`src/rtl/cnn_stream_pkg.sv`:
```
// rtl/cnn_stream_pkg.sv - shared constants and FSM encoding for the fmap pixel streamer
// Border option is selected by macro STREAM_ZERO_PAD_EN.
package cnn_stream_pkg;

    localparam int PIX_W      = 8;
    localparam int IMG_W_DEF  = 128;
    localparam int IMG_H_DEF  = 128;
    localparam int ADDR_W_DEF = 14;

`ifdef STREAM_ZERO_PAD_EN
    localparam bit PAD_EN = 1'b1;
`else
    localparam bit PAD_EN = 1'b0;
`endif

    localparam int PAD = PAD_EN ? 1 : 0;

    typedef enum logic [1:0] {
        IDLE   = 2'd0,
        STREAM = 2'd1,
        FLUSH  = 2'd2
    } stream_state_t;

endpackage

```
`src/rtl/raster_pos_counter.sv`:
```
// rtl/raster_pos_counter.sv - output raster column/row counters with wrap, border and last flags
import cnn_stream_pkg::*;

module raster_pos_counter #(
    parameter int OW = 130,
    parameter int OH = 130,
    parameter int CW = 8,
    parameter bit BORDER = 1'b1
) (
    input  logic          clk,
    input  logic          rst,
    input  logic          advance,
    output logic [CW-1:0] col,
    output logic [CW-1:0] row,
    output logic          row_wrap,
    output logic          is_border,
    output logic          last
);

    logic col_end;
    logic row_end;

    assign col_end  = (col == CW'(OW - 1));
    assign row_end  = (row == CW'(OH - 1));
    assign row_wrap = col_end;
    assign last     = col_end && row_end;

    // Without the border every position maps to a stored pixel.
    assign is_border = BORDER && ((row == '0) || row_end || (col == '0) || col_end);

    always_ff @(posedge clk) begin
        if (rst) begin
            col <= '0;
            row <= '0;
        end else if (advance) begin
            if (col_end) begin
                col <= '0;
                row <= row_end ? '0 : row + 1'b1;
            end else begin
                col <= col + 1'b1;
            end
        end
    end

endmodule

```
`src/rtl/fmap_pixel_streamer.sv`:
```
// rtl/fmap_pixel_streamer.sv - raster pixel source reading an int8 feature map from a sync-read buffer
// Define STREAM_ZERO_PAD_EN to add a 1-pixel zero border around the frame.
import cnn_stream_pkg::*;

module fmap_pixel_streamer #(
    parameter int IMG_W  = IMG_W_DEF,
    parameter int IMG_H  = IMG_H_DEF,
    parameter int ADDR_W = ADDR_W_DEF
) (
    input  logic                    clk,
    input  logic                    rst,
    input  logic                    start,
    input  logic                    ready,
    output logic                    mem_rd_en,
    output logic [ADDR_W-1:0]       mem_addr,
    input  logic signed [PIX_W-1:0] mem_rdata,
    output logic signed [PIX_W-1:0] pixel_out,
    output logic                    pixel_en,
    output logic                    frame_last,
    output logic                    busy,
    output logic                    done
);

    localparam int OW = IMG_W + 2 * PAD;
    localparam int OH = IMG_H + 2 * PAD;
    localparam int CW = $clog2(((OW > OH) ? OW : OH) + 1);

    stream_state_t state_q, state_d;

    logic [CW-1:0]           pos_col;
    logic [CW-1:0]           pos_row;
    logic                    pos_wrap;
    logic                    pos_border;
    logic                    pos_last;
    logic                    issue;
    logic                    rd_now;
    logic [ADDR_W-1:0]       row_base_q;
    logic [ADDR_W-1:0]       addr_full;
    logic                    en_q;
    logic                    rd_q;
    logic                    last_q;
    logic                    done_q;
    logic signed [PIX_W-1:0] hold_q;

    assign issue  = (state_q == STREAM) && ready;
    assign rd_now = issue && !pos_border;

    raster_pos_counter #(
        .OW     (OW),
        .OH     (OH),
        .CW     (CW),
        .BORDER (PAD_EN)
    ) u_pos (
        .clk       (clk),
        .rst       (rst),
        .advance   (issue),
        .col       (pos_col),
        .row       (pos_row),
        .row_wrap  (pos_wrap),
        .is_border (pos_border),
        .last      (pos_last)
    );

    always_comb begin
        state_d = state_q;
        case (state_q)
            IDLE:    if (start) state_d = STREAM;
            STREAM:  if (issue && pos_last) state_d = FLUSH;
            FLUSH:   state_d = IDLE;
            default: state_d = IDLE;
        endcase
    end

    // row_base tracks the buffer offset of the current stored row; the
    // top border row shares base 0 with the first interior row.
    always_ff @(posedge clk) begin
        if (rst) begin
            row_base_q <= '0;
        end else if (issue && pos_wrap) begin
            if (pos_last)
                row_base_q <= '0;
            else if (!PAD_EN || (pos_row != '0))
                row_base_q <= row_base_q + ADDR_W'(IMG_W);
        end
    end

    assign addr_full = row_base_q + ADDR_W'(pos_col) - ADDR_W'(PAD);
    assign mem_addr  = rd_now ? addr_full : '0;
    assign mem_rd_en = rd_now;

    always_ff @(posedge clk) begin
        if (rst) begin
            state_q <= IDLE;
            en_q    <= 1'b0;
            rd_q    <= 1'b0;
            last_q  <= 1'b0;
            done_q  <= 1'b0;
            hold_q  <= '0;
        end else begin
            state_q <= state_d;
            en_q    <= issue;
            rd_q    <= rd_now;
            last_q  <= issue && pos_last;
            done_q  <= (state_q == FLUSH);
            hold_q  <= pixel_out;
        end
    end

    // The buffer's read register supplies the pixel stage; hold_q keeps the
    // last value visible on idle cycles.
    assign pixel_out  = en_q ? (rd_q ? mem_rdata : '0) : hold_q;
    assign pixel_en   = en_q;
    assign frame_last = last_q;
    assign done       = done_q;
    assign busy       = (state_q != IDLE);

endmodule

```
`config.mk`:
```
export PLATFORM = sky130hd
export DESIGN_NAME = fmap_pixel_streamer
export DESIGN_NICKNAME = d
export VERILOG_FILES = /design/src/rtl/cnn_stream_pkg.sv /design/src/rtl/raster_pos_counter.sv /design/src/rtl/fmap_pixel_streamer.sv
export SDC_FILE = /design/constraint.sdc
export NUM_CORES = 1
export LEC_CHECK = 0
export CORE_AREA = 5 5 63 65
export DETAILED_ROUTE_END_ITERATION = 6
export DIE_AREA = 0 0 68 70
export DONT_BUFFER_PORTS = 1
export PLACE_DENSITY = 0.7
export RECOVER_POWER = 25
export SYNTH_ARGS = -nofsm -noshare
export SYNTH_HDL_FRONTEND = slang
export SYNTH_SLANG_ARGS = --single-unit
```
`constraint.sdc`:
```
create_clock -name clk -period 1.75 [get_ports clk]
set_input_delay 0.4375 -clock clk [delete_from_list [all_inputs] [get_ports clk]]
set_output_delay 0.4375 -clock clk [all_outputs]
set_load 0.05 [all_outputs]
```
==> impl_metrics.ini, run 1 <==
[floorplan]
dieArea_mm2 = 0.00476
start_util_pct = 52.6
rows = 21
die_x_um = 68
die_y_um = 70
core_area_mm2 = 0.00328
ios = 39

[logic_synthesis]
syn_inst = 191
syn-num-nets = 207
synth_cell_types = 35
ys_warn_count = 0
ys_seq_elements = 36
syn_area_per_cell_um2 = 9.04
mappedNetlistArea_mm2 = 0.00173
ys_seq_area_share_pct = 41.7

[power]
p_clk_share_pct = 47.4
combPwrFrac_pct = 7.3
switching_share_pct = 20.5
leakagePower_nw = 0.993
p_int_mw = 1.47
ir_drop_mv = 0.766
cellPowerDensity_mw_per_mm2 = 738
switchingPower_uw = 377
pwr-share-seq_pct = 45.2

[clock_network]
cts_tree = built
path_clk_slew_ns = 0.11
clockRootBuffer = clkbuf_4
worstSkewPairLatency_ns = 0.34
clock-sinks = 36
cts_buffer_depth = 2
htreeDepth = 2
cts_made_buffers = 5
ctsHoldBuffers = 0

[placed_design]
placed_cells = 265
io_buffer_count = 0
dpl.hpwl_um = 2850
placed_cell_area_mm2 = 0.00216
globalplace.congestion = 0.811

[timing]
skew_ns = 0.00923
whs_ns = 0.143
tightest_slew_ns = 0.542
finalHoldViolCount = 0
finalSetupViolations = 21
slew_headroom_pct = 63.8
setup_tns_ns = -2.57
fmax_ghz = 0.501
min_period_over_period_pct = 114
slew_viol_final = 0
rsz0062_at_grt = true
layout_setup_ws_ns = -0.245
final.min_clock_period_ns = 1.99

[route]
vias_per_cell = 5.59
dr.pass1.iters = 4
drc_errors = 0
routed_wl_um = 4310
vias = 1594
drtAntennaViolNets = 0
drt-initial-drc-count = 63
routedWlPerCell_um = 15.1

[flow_run]
maxCapViolCount = 0

[setup_path]
critPathCaptureType = output pin
startpoint_type = flip-flop
path_max_fanout = 4
arrival_ns = 1.56
criticalPathCategory = reg -> out
worstPathRequired_ns = 1.31

[finish]
design_area_mm2 = 0.00250
final_cell_mix = buf_4, dfxtp_1, nor2_1
final_nets = 254
final_common_cell = buf_4
finalNonFillerCells = 285
antenna_cells = 0
fill_cells = 227
drive_above_1_share_pct = 43.1
syn_to_final_growth_pct = 44.6

[run_status]
violations = negative setup slack
status = finished with violations

[hold_path]
hold_class = in -> reg

[global_routing]
antenna_found_initial = 0
global_route.usage.total_pct = 18.3
grt_pass1_wl_um = 6820
grt_pass1_vias = 1473
overflow = 0
grt_max_degree = 30
[critical path, stage by stage (launching register included)]
cell	delay [ns]
dfxtp_4	0.38
ha_4	0.14
nand2_4	0.05
or3_4	0.34
a21oi_4	0.15
buf_12	0.15
[cell type report]
type / count / area, µm² / share of cell area, %
inverters: 2 / 12.5 / 0.501
clock inverters: 3 / 90.1 / 3.61
flip-flops and latches: 36 / 738 / 29.6
well taps: 46 / 57.6 / 2.30
multi-input cells: 142 / 1100 / 43.9
clock buffers: 5 / 37.5 / 1.50
repair buffers: 51 / 464 / 18.6
[layer usage]
layer,vias to the layer above,GRT usage (%),part of all wire [%]
met5,-,0,0
li1,763,-,-
met1,757,21.8,41
met4,0,5.74,1.6
met2,63,30.3,51
met3,11,5.93,7.0
[worst paths after layout]
path	slack (ns)	cells after the start	endpoint	startpoint
max	-0.24	5	mem_addr[12]	u_pos.col[7]
min	0.14	1	hold_q[7]	rst
max reg2reg	-0.13	5	u_pos.row[7]	u_pos.col[7]
min reg2reg	0.48	1	state_q[0]	state_q[1]
[synth_stat cells]
cell      instances  area share (%)
and4b_2           1            0.65
nand2_1          11             2.4
nand3b_4          1             1.2
nand3_4           1             1.0
buf_4             1            0.43
or4_4             1            0.65
o31ai_1           2            0.87
o211ai_1          2            0.87
or4b_1            1            0.58
or4_1             3             1.3
nand3_1           8             2.3
clkbuf_1         10             2.2
or2_2             1            0.36
o21bai_1          1            0.43
nand4_1           9             3.3
clkinv_1          1            0.22
nand4b_4          1             1.4
mux2_2            8             5.2
ha_1              4             2.9
nor2b_1           8             2.9
and2_1            7             2.5
a21oi_1          12             3.5
and3_1            1            0.36
o21ai_0           6             1.7
xor2_1           10             5.1
and3_2            1            0.43
nor4_1            4             1.4
dfxtp_1          36              42
xnor2_1           7             3.6
nor2_1           18             3.9
nor3b_1           1            0.43
nor3_1            6             1.7
and2_2            1            0.43
inv_1             1            0.22
or3_1             5             1.8
[power by group through the flow]
stage,Clock [mW],Sequential [mW],Combinational [mW]
2_1_floorplan,0,0.858,0.0944
3_3_place_gp,0,0.855,0.110
3_5_place_dp,0,0.856,0.113
4_1_cts,0.888,0.835,0.128
5_1_grt,0.931,0.835,0.144
6_report,0.874,0.834,0.135
[sequential cells by signal, summed over array words and instances, names as in the netlist]
signal      cells
frame_last      1
done            1
state_q         2
hold_q          8
u_pos.col       8
row_base_q      7
rd_q            1
u_pos.row       8
[timing repair]
item,4_1_cts,5_1_grt
setup endpoints to repair,24,26
hold endpoints to repair,0,0
resized for setup,29,13
pin swaps,10,9
buffers inserted,6,6
[through the flow]
stage          utilization, %  power [mW]  setup WS [ns]
5_1_grt                  76.0        1.91         -0.310
4_1_cts                  73.1        1.85         -0.259
6_report                 76.0        1.84         -0.245
3_3_place_gp             65.7       0.965         0.0236
3_5_place_dp             65.7       0.969        -0.0177
2_1_floorplan               -       0.952         -0.185
[cell families (layout without fill, tap and decap cells)]
family                   count (synthesis)  after routing  synth area share, %
AO/OA/AOI/OAI                           23             23                 7.39
XOR/XNOR                                17             17                 8.62
adder cells (fa/ha/maj)                  4              4                 2.90
buffers and inverters                   13             61                 3.04
flip-flops                              36             36                 41.7
multiplexers                             8              8                 5.22
AND/OR/NAND/NOR                         90             90                 31.1
(Power assumes the default switching activity.)
==> run 2, diff against run 1 <==
--- a/config.mk
+++ b/config.mk
@@ -5,11 +5,11 @@
 export SDC_FILE = /design/constraint.sdc
 export NUM_CORES = 1
 export LEC_CHECK = 0
-export CORE_AREA = 5 5 63 65
+export CORE_AREA = 5 5 61 63
 export DETAILED_ROUTE_END_ITERATION = 6
-export DIE_AREA = 0 0 68 70
+export DIE_AREA = 0 0 66 68
 export DONT_BUFFER_PORTS = 1
-export PLACE_DENSITY = 0.7
+export PLACE_DENSITY = 0.71
 export RECOVER_POWER = 25
 export SYNTH_ARGS = -nofsm -noshare
 export SYNTH_HDL_FRONTEND = slang
==> constraint.sdc (replaced) <==
create_clock -name clk -period 2.2 [get_ports clk]
set_input_delay 0.55 -clock clk [delete_from_list [all_inputs] [get_ports clk]]
set_output_delay 0.55 -clock clk [all_outputs]
set_load 0.05 [all_outputs]
==> impl_metrics.ini, run 2 (synthesis results as in run 1) <==
[setup_path]
criticalPathCategory = reg -> out
path_max_fanout = 5
startpoint_type = flip-flop
rrSetupSlack_ns = 0.14
arrival_ns = 1.62
worstPathRequired_ns = 1.65
critPathCaptureType = output pin

[placed_design]
dpl.hpwl_um = 2680
post-place-ws_ns = 0.150
globalplace.congestion = 0.785
io_buffer_count = 0

[timing]
layout_setup_ws_ns = 0.0325
skew_ns = 0.00342
final.min_clock_period_ns = 2.17
min_period_over_period_pct = 98.5
finalSetupViolations = 0
slew_headroom_pct = 67.5
tightest_slew_ns = 0.487
slew_viol_final = 0
finalHoldViolCount = 0
fmax_ghz = 0.461
rsz0062_at_grt = true

[route]
drt-initial-drc-count = 82
routed_wl_um = 3700
routedWlPerCell_um = 14.7
dr.pass1.iters = 4
met1_length_um = 1480
drc_errors = 0
met2_length_um = 1950
vias_per_cell = 5.55
top_layer = met4
wl_met3_um = 226
vias = 1398
drtAntennaViolNets = 0

[floorplan]
start_util_pct = 54.3
dieArea_mm2 = 0.00449
die_x_um = 66
ios = 39
rows = 21
core_area_mm2 = 0.00318
die_y_um = 68

[finish]
syn_to_final_growth_pct = 17.5
final_cell_mix = dfxtp_1, nor2_1, buf_4
fin_util_pct = 63.8
final_nets = 221
drive_above_1_share_pct = 24.8
antenna_cells = 0
final_common_cell = dfxtp_1
largest_registers = hold_q: 8 flops, u_pos.col: 8 flops, u_pos.row: 8 flops

[clock_network]
ctsHoldBuffers = 0
clock-sinks = 36
htreeDepth = 2
cts_buffer_depth = 2
worstSkewPairLatency_ns = 0.34
clockRootBuffer = clkbuf_4
cts_made_buffers = 5
path_clk_slew_ns = 0.10
cts_tree = built

[hold_path]
hold_class = in -> reg

[flow_run]
maxCapViolCount = 0

[power]
finalPower_mw = 1.10
ir_drop_mv = 0.416
leakagePower_nw = 0.775
cellPowerDensity_mw_per_mm2 = 544

[global_routing]
antenna_found_initial = 0
grt_pass1_wl_um = 6180
global_route.usage.total_pct = 17.9
grt_max_degree = 30
grt_pass1_vias = 1402
overflow = 0

[run_status]
status = completed
[run 2: cell count changes in the layout (fill, tap and decap cells not counted), moves of 3 or more]
cell       before  now
buf_4          39   15
buf_6           6    0
bufinv_16       3    0
dfxtp_1        28   32
mux2_1          0    8
and2_4          8    0
and2_2          0    8
buf_12          5    2
mux2_4          8    0
[run 2: routing by layer]
metal | up-vias | global-route usage [%]
met3 | 5 | 4.60
met5 | - | 0
li1 | 699 | -
met2 | 42 | 32.7
met1 | 652 | 19.3
met4 | 0 | 8.63
[run 2: what timing repair did]
action | 4_1_cts | 5_1_grt
setup endpoints to repair | 2 | 10
hold endpoints to repair | 0 | 0
cloned | 0 | 0
setup buffers | 1 | 1
pin swaps | 1 | 2
resized for setup | 10 | 11
[run 2: final cells by class]
class / instances / area, µm²
clock buffer: 6 / 51.3
fill: 284 / 1150
multi-input combinational: 142 / 1010
timing repair buffer: 18 / 156
sequential: 36 / 728
tap: 46 / 57.6
inverter: 2 / 11.3
clock inverter: 2 / 10.0
[run 2: power breakdown]
group          internal, mW  switching (mW)  total [mW]
logic                0.0192          0.0577      0.0769
clock network         0.152           0.210       0.361
registers             0.658         0.00734       0.665
total                 0.829           0.275        1.10
[run 2: final timing paths]
check | from | end | cells past startpoint
min | rst | u_pos.col[7] | 1
min reg2reg | state_q[1] | state_q[0] | 1
max reg2reg | u_pos.col[0] | u_pos.row[7] | 5
max | u_pos.col[7] | mem_addr[13] | 5
[run 2: metrics by stage]
| stage | instance area, µm² | hold slack (ns) | TNS (ns) | cells |
|---|---|---|---|---|
| after floorplan | 1740 | 0.428 | 0 | 191 |
| after global placement | 1890 | 0.436 | 0 | 242 |
| after detailed placement | 1890 | 0.463 | 0 | 242 |
| after CTS | 2000 | 0.250 | 0 | 251 |
| after global routing | 2030 | 0.247 | -0.0320 | 252 |
| final | 2030 | 0.262 | 0 | 252 |
[run 2: worst max-delay path, cell delays in order (launching register included)]
cell     delay, ns
dfxtp_4       0.37
ha_4          0.16
nand2_4       0.07
or3_4         0.38
a21oi_4       0.15
buf_12        0.15
==> run 3, diff against run 2 <==
--- a/config.mk
+++ b/config.mk
@@ -5,6 +5,7 @@
 export SDC_FILE = /design/constraint.sdc
 export NUM_CORES = 1
 export LEC_CHECK = 0
+export ABC_CLOCK_PERIOD_IN_PS = 2120
 export CORE_AREA = 5 5 61 63
 export DETAILED_ROUTE_END_ITERATION = 6
 export DIE_AREA = 0 0 66 68
==> constraint.sdc (replaced) <==
create_clock -name clk -period 2.12 [get_ports clk]
set_input_delay 0.53 -clock clk [delete_from_list [all_inputs] [get_ports clk]]
set_output_delay 0.53 -clock clk [all_outputs]
set_load 0.05 [all_outputs]
==> impl_metrics.ini, run 3 (synthesis results as in run 1) <==
[run_status]
status = finished with violations
violations = negative setup slack

[timing]
finalSetupViolations = 2
slew_headroom_pct = 67.6
fmax_ghz = 0.464
finalHoldViolCount = 0
tightest_slew_ns = 0.486
rsz0062_at_grt = true
skew_ns = 0.00719
layout_setup_ws_ns = -0.0353
final.min_clock_period_ns = 2.16
min_period_over_period_pct = 102
slew_viol_final = 0

[power]
ir_drop_mv = 0.510
leakagePower_nw = 0.798
finalPower_mw = 1.23
cellPowerDensity_mw_per_mm2 = 589

[route]
drt-initial-drc-count = 71
routedWlPerCell_um = 14.4
vias = 1437
drtAntennaViolNets = 0
vias_per_cell = 5.57
routed_wl_um = 3700
drc_errors = 0
dr.pass1.iters = 4

[clock_network]
cts_buffer_depth = 2
cts_tree = built
clock-sinks = 36
worstSkewPairLatency_ns = 0.34
clockRootBuffer = clkbuf_4
htreeDepth = 2
path_clk_slew_ns = 0.10
cts_made_buffers = 5
ctsHoldBuffers = 0

[flow_run]
maxCapViolCount = 0

[finish]
antenna_cells = 0
final_cell_mix = dfxtp_1, buf_4, nor2_1
final_nets = 227
design_area_mm2 = 0.00209
largest_registers = hold_q: 8 flops, u_pos.col: 8 flops, u_pos.row: 8 flops
final_common_cell = dfxtp_1
drive_above_1_share_pct = 27.4
syn_to_final_growth_pct = 20.9
fill_cells = 257

[placed_design]
io_buffer_count = 0
globalplace.congestion = 0.813
placed_cell_area_mm2 = 0.00192
dpl.hpwl_um = 2680

[setup_path]
arrival_ns = 1.63
startpoint_type = flip-flop
criticalPathCategory = reg -> out
path_max_fanout = 3
worst-path-stages = 6
cp_top_family = compound AO/OA/AOI/OAI gates
critPathCaptureType = output pin
worstPathRequired_ns = 1.59
cp_cell_sequence = ha_4 -> nand2_4 -> buf_4 -> o21ai_0 -> a21oi_4 -> buf_12
cpPeakStageDelay_ns = 0.37
crit_buf_inv = 2
r2r_cells = 5
critPathSlowestCell = dfxtp_4

[global_routing]
grt_pass1_wl_um = 6450
antenna_found_initial = 0
overflow = 0
grt_pass1_vias = 1493
grt_max_degree = 30
global_route.usage.total_pct = 18.7

[floorplan]
die_y_um = 68
die_x_um = 66
rows = 21
core_area_mm2 = 0.00318
ios = 39
start_util_pct = 54.3
dieArea_mm2 = 0.00449

[hold_path]
hold_class = in -> reg
hold_depth = 1
==> run 3: changes by cell type in the layout (fill, tap and decap cells not counted), sizes merged <==
cell      delta
buf          +6
clkinvlp     -1
bufinv       +1
==> run 3: power by group <==
part / internal [mW] / switching, mW
clock network: 0.247 / 0.215
registers: 0.679 / 0.00537
logic: 0.0212 / 0.0611
==> run 3: path summary, 6_finish.rpt <==
kind | startpoint | to | slack (ns)
hold / removal | rst | hold_q[4] | 0.24
setup / recovery | u_pos.col[7] | mem_addr[13] | -0.04
setup reg to reg | u_pos.col[0] | u_pos.row[7] | 0.14
hold reg to reg | state_q[1] | state_q[0] | 0.46
==> run 3: final cells by class <==
class | count | area (µm²) | share of cell area [%]
clock buffers | 6 | 41.3 | 1.98
clock inverters | 2 | 35.0 | 1.68
inverters | 2 | 8.76 | 0.420
multi-input cells | 142 | 997 | 47.8
flip-flops and latches | 36 | 738 | 35.4
well taps | 46 | 57.6 | 2.76
repair buffers | 24 | 209 | 10.0
==> run 3: timing repair <==
action	CTS	global route
setup endpoints to repair	11	5
resized for setup	22	6
setup buffers	4	0
hold endpoints to repair	0	0
cloned	0	0
pin swaps	5	5
==> run 3: per-layer routing <==
| layer | vias to the layer above | global-route usage (%) | part of all wire, % |
|---|---|---|---|
| met4 | 0 | 7.87 | 1.4 |
| met1 | 681 | 19.3 | 40 |
| li1 | 707 | - | - |
| met2 | 42 | 33.8 | 51 |
| met5 | - | 0 | 0 |
| met3 | 7 | 7.22 | 6.8 |
==> run 3: stage by stage <==
stage / hold WS (ns) / util [%] / setup slack (ns) / setup TNS, ns / std cells
6_report: 0.243 / 65.6 / -0.0353 / -0.0429 / 258
5_1_grt: 0.202 / 65.6 / -0.116 / -0.245 / 258
4_1_cts: 0.234 / 65.4 / -0.0137 / -0.0137 / 258
3_5_place_dp: 0.453 / 60.4 / 0.129 / 0 / 246
3_3_place_gp: 0.438 / 60.4 / 0.165 / 0 / 246
2_1_floorplan: 0.428 / - / 0.00453 / 0 / 191
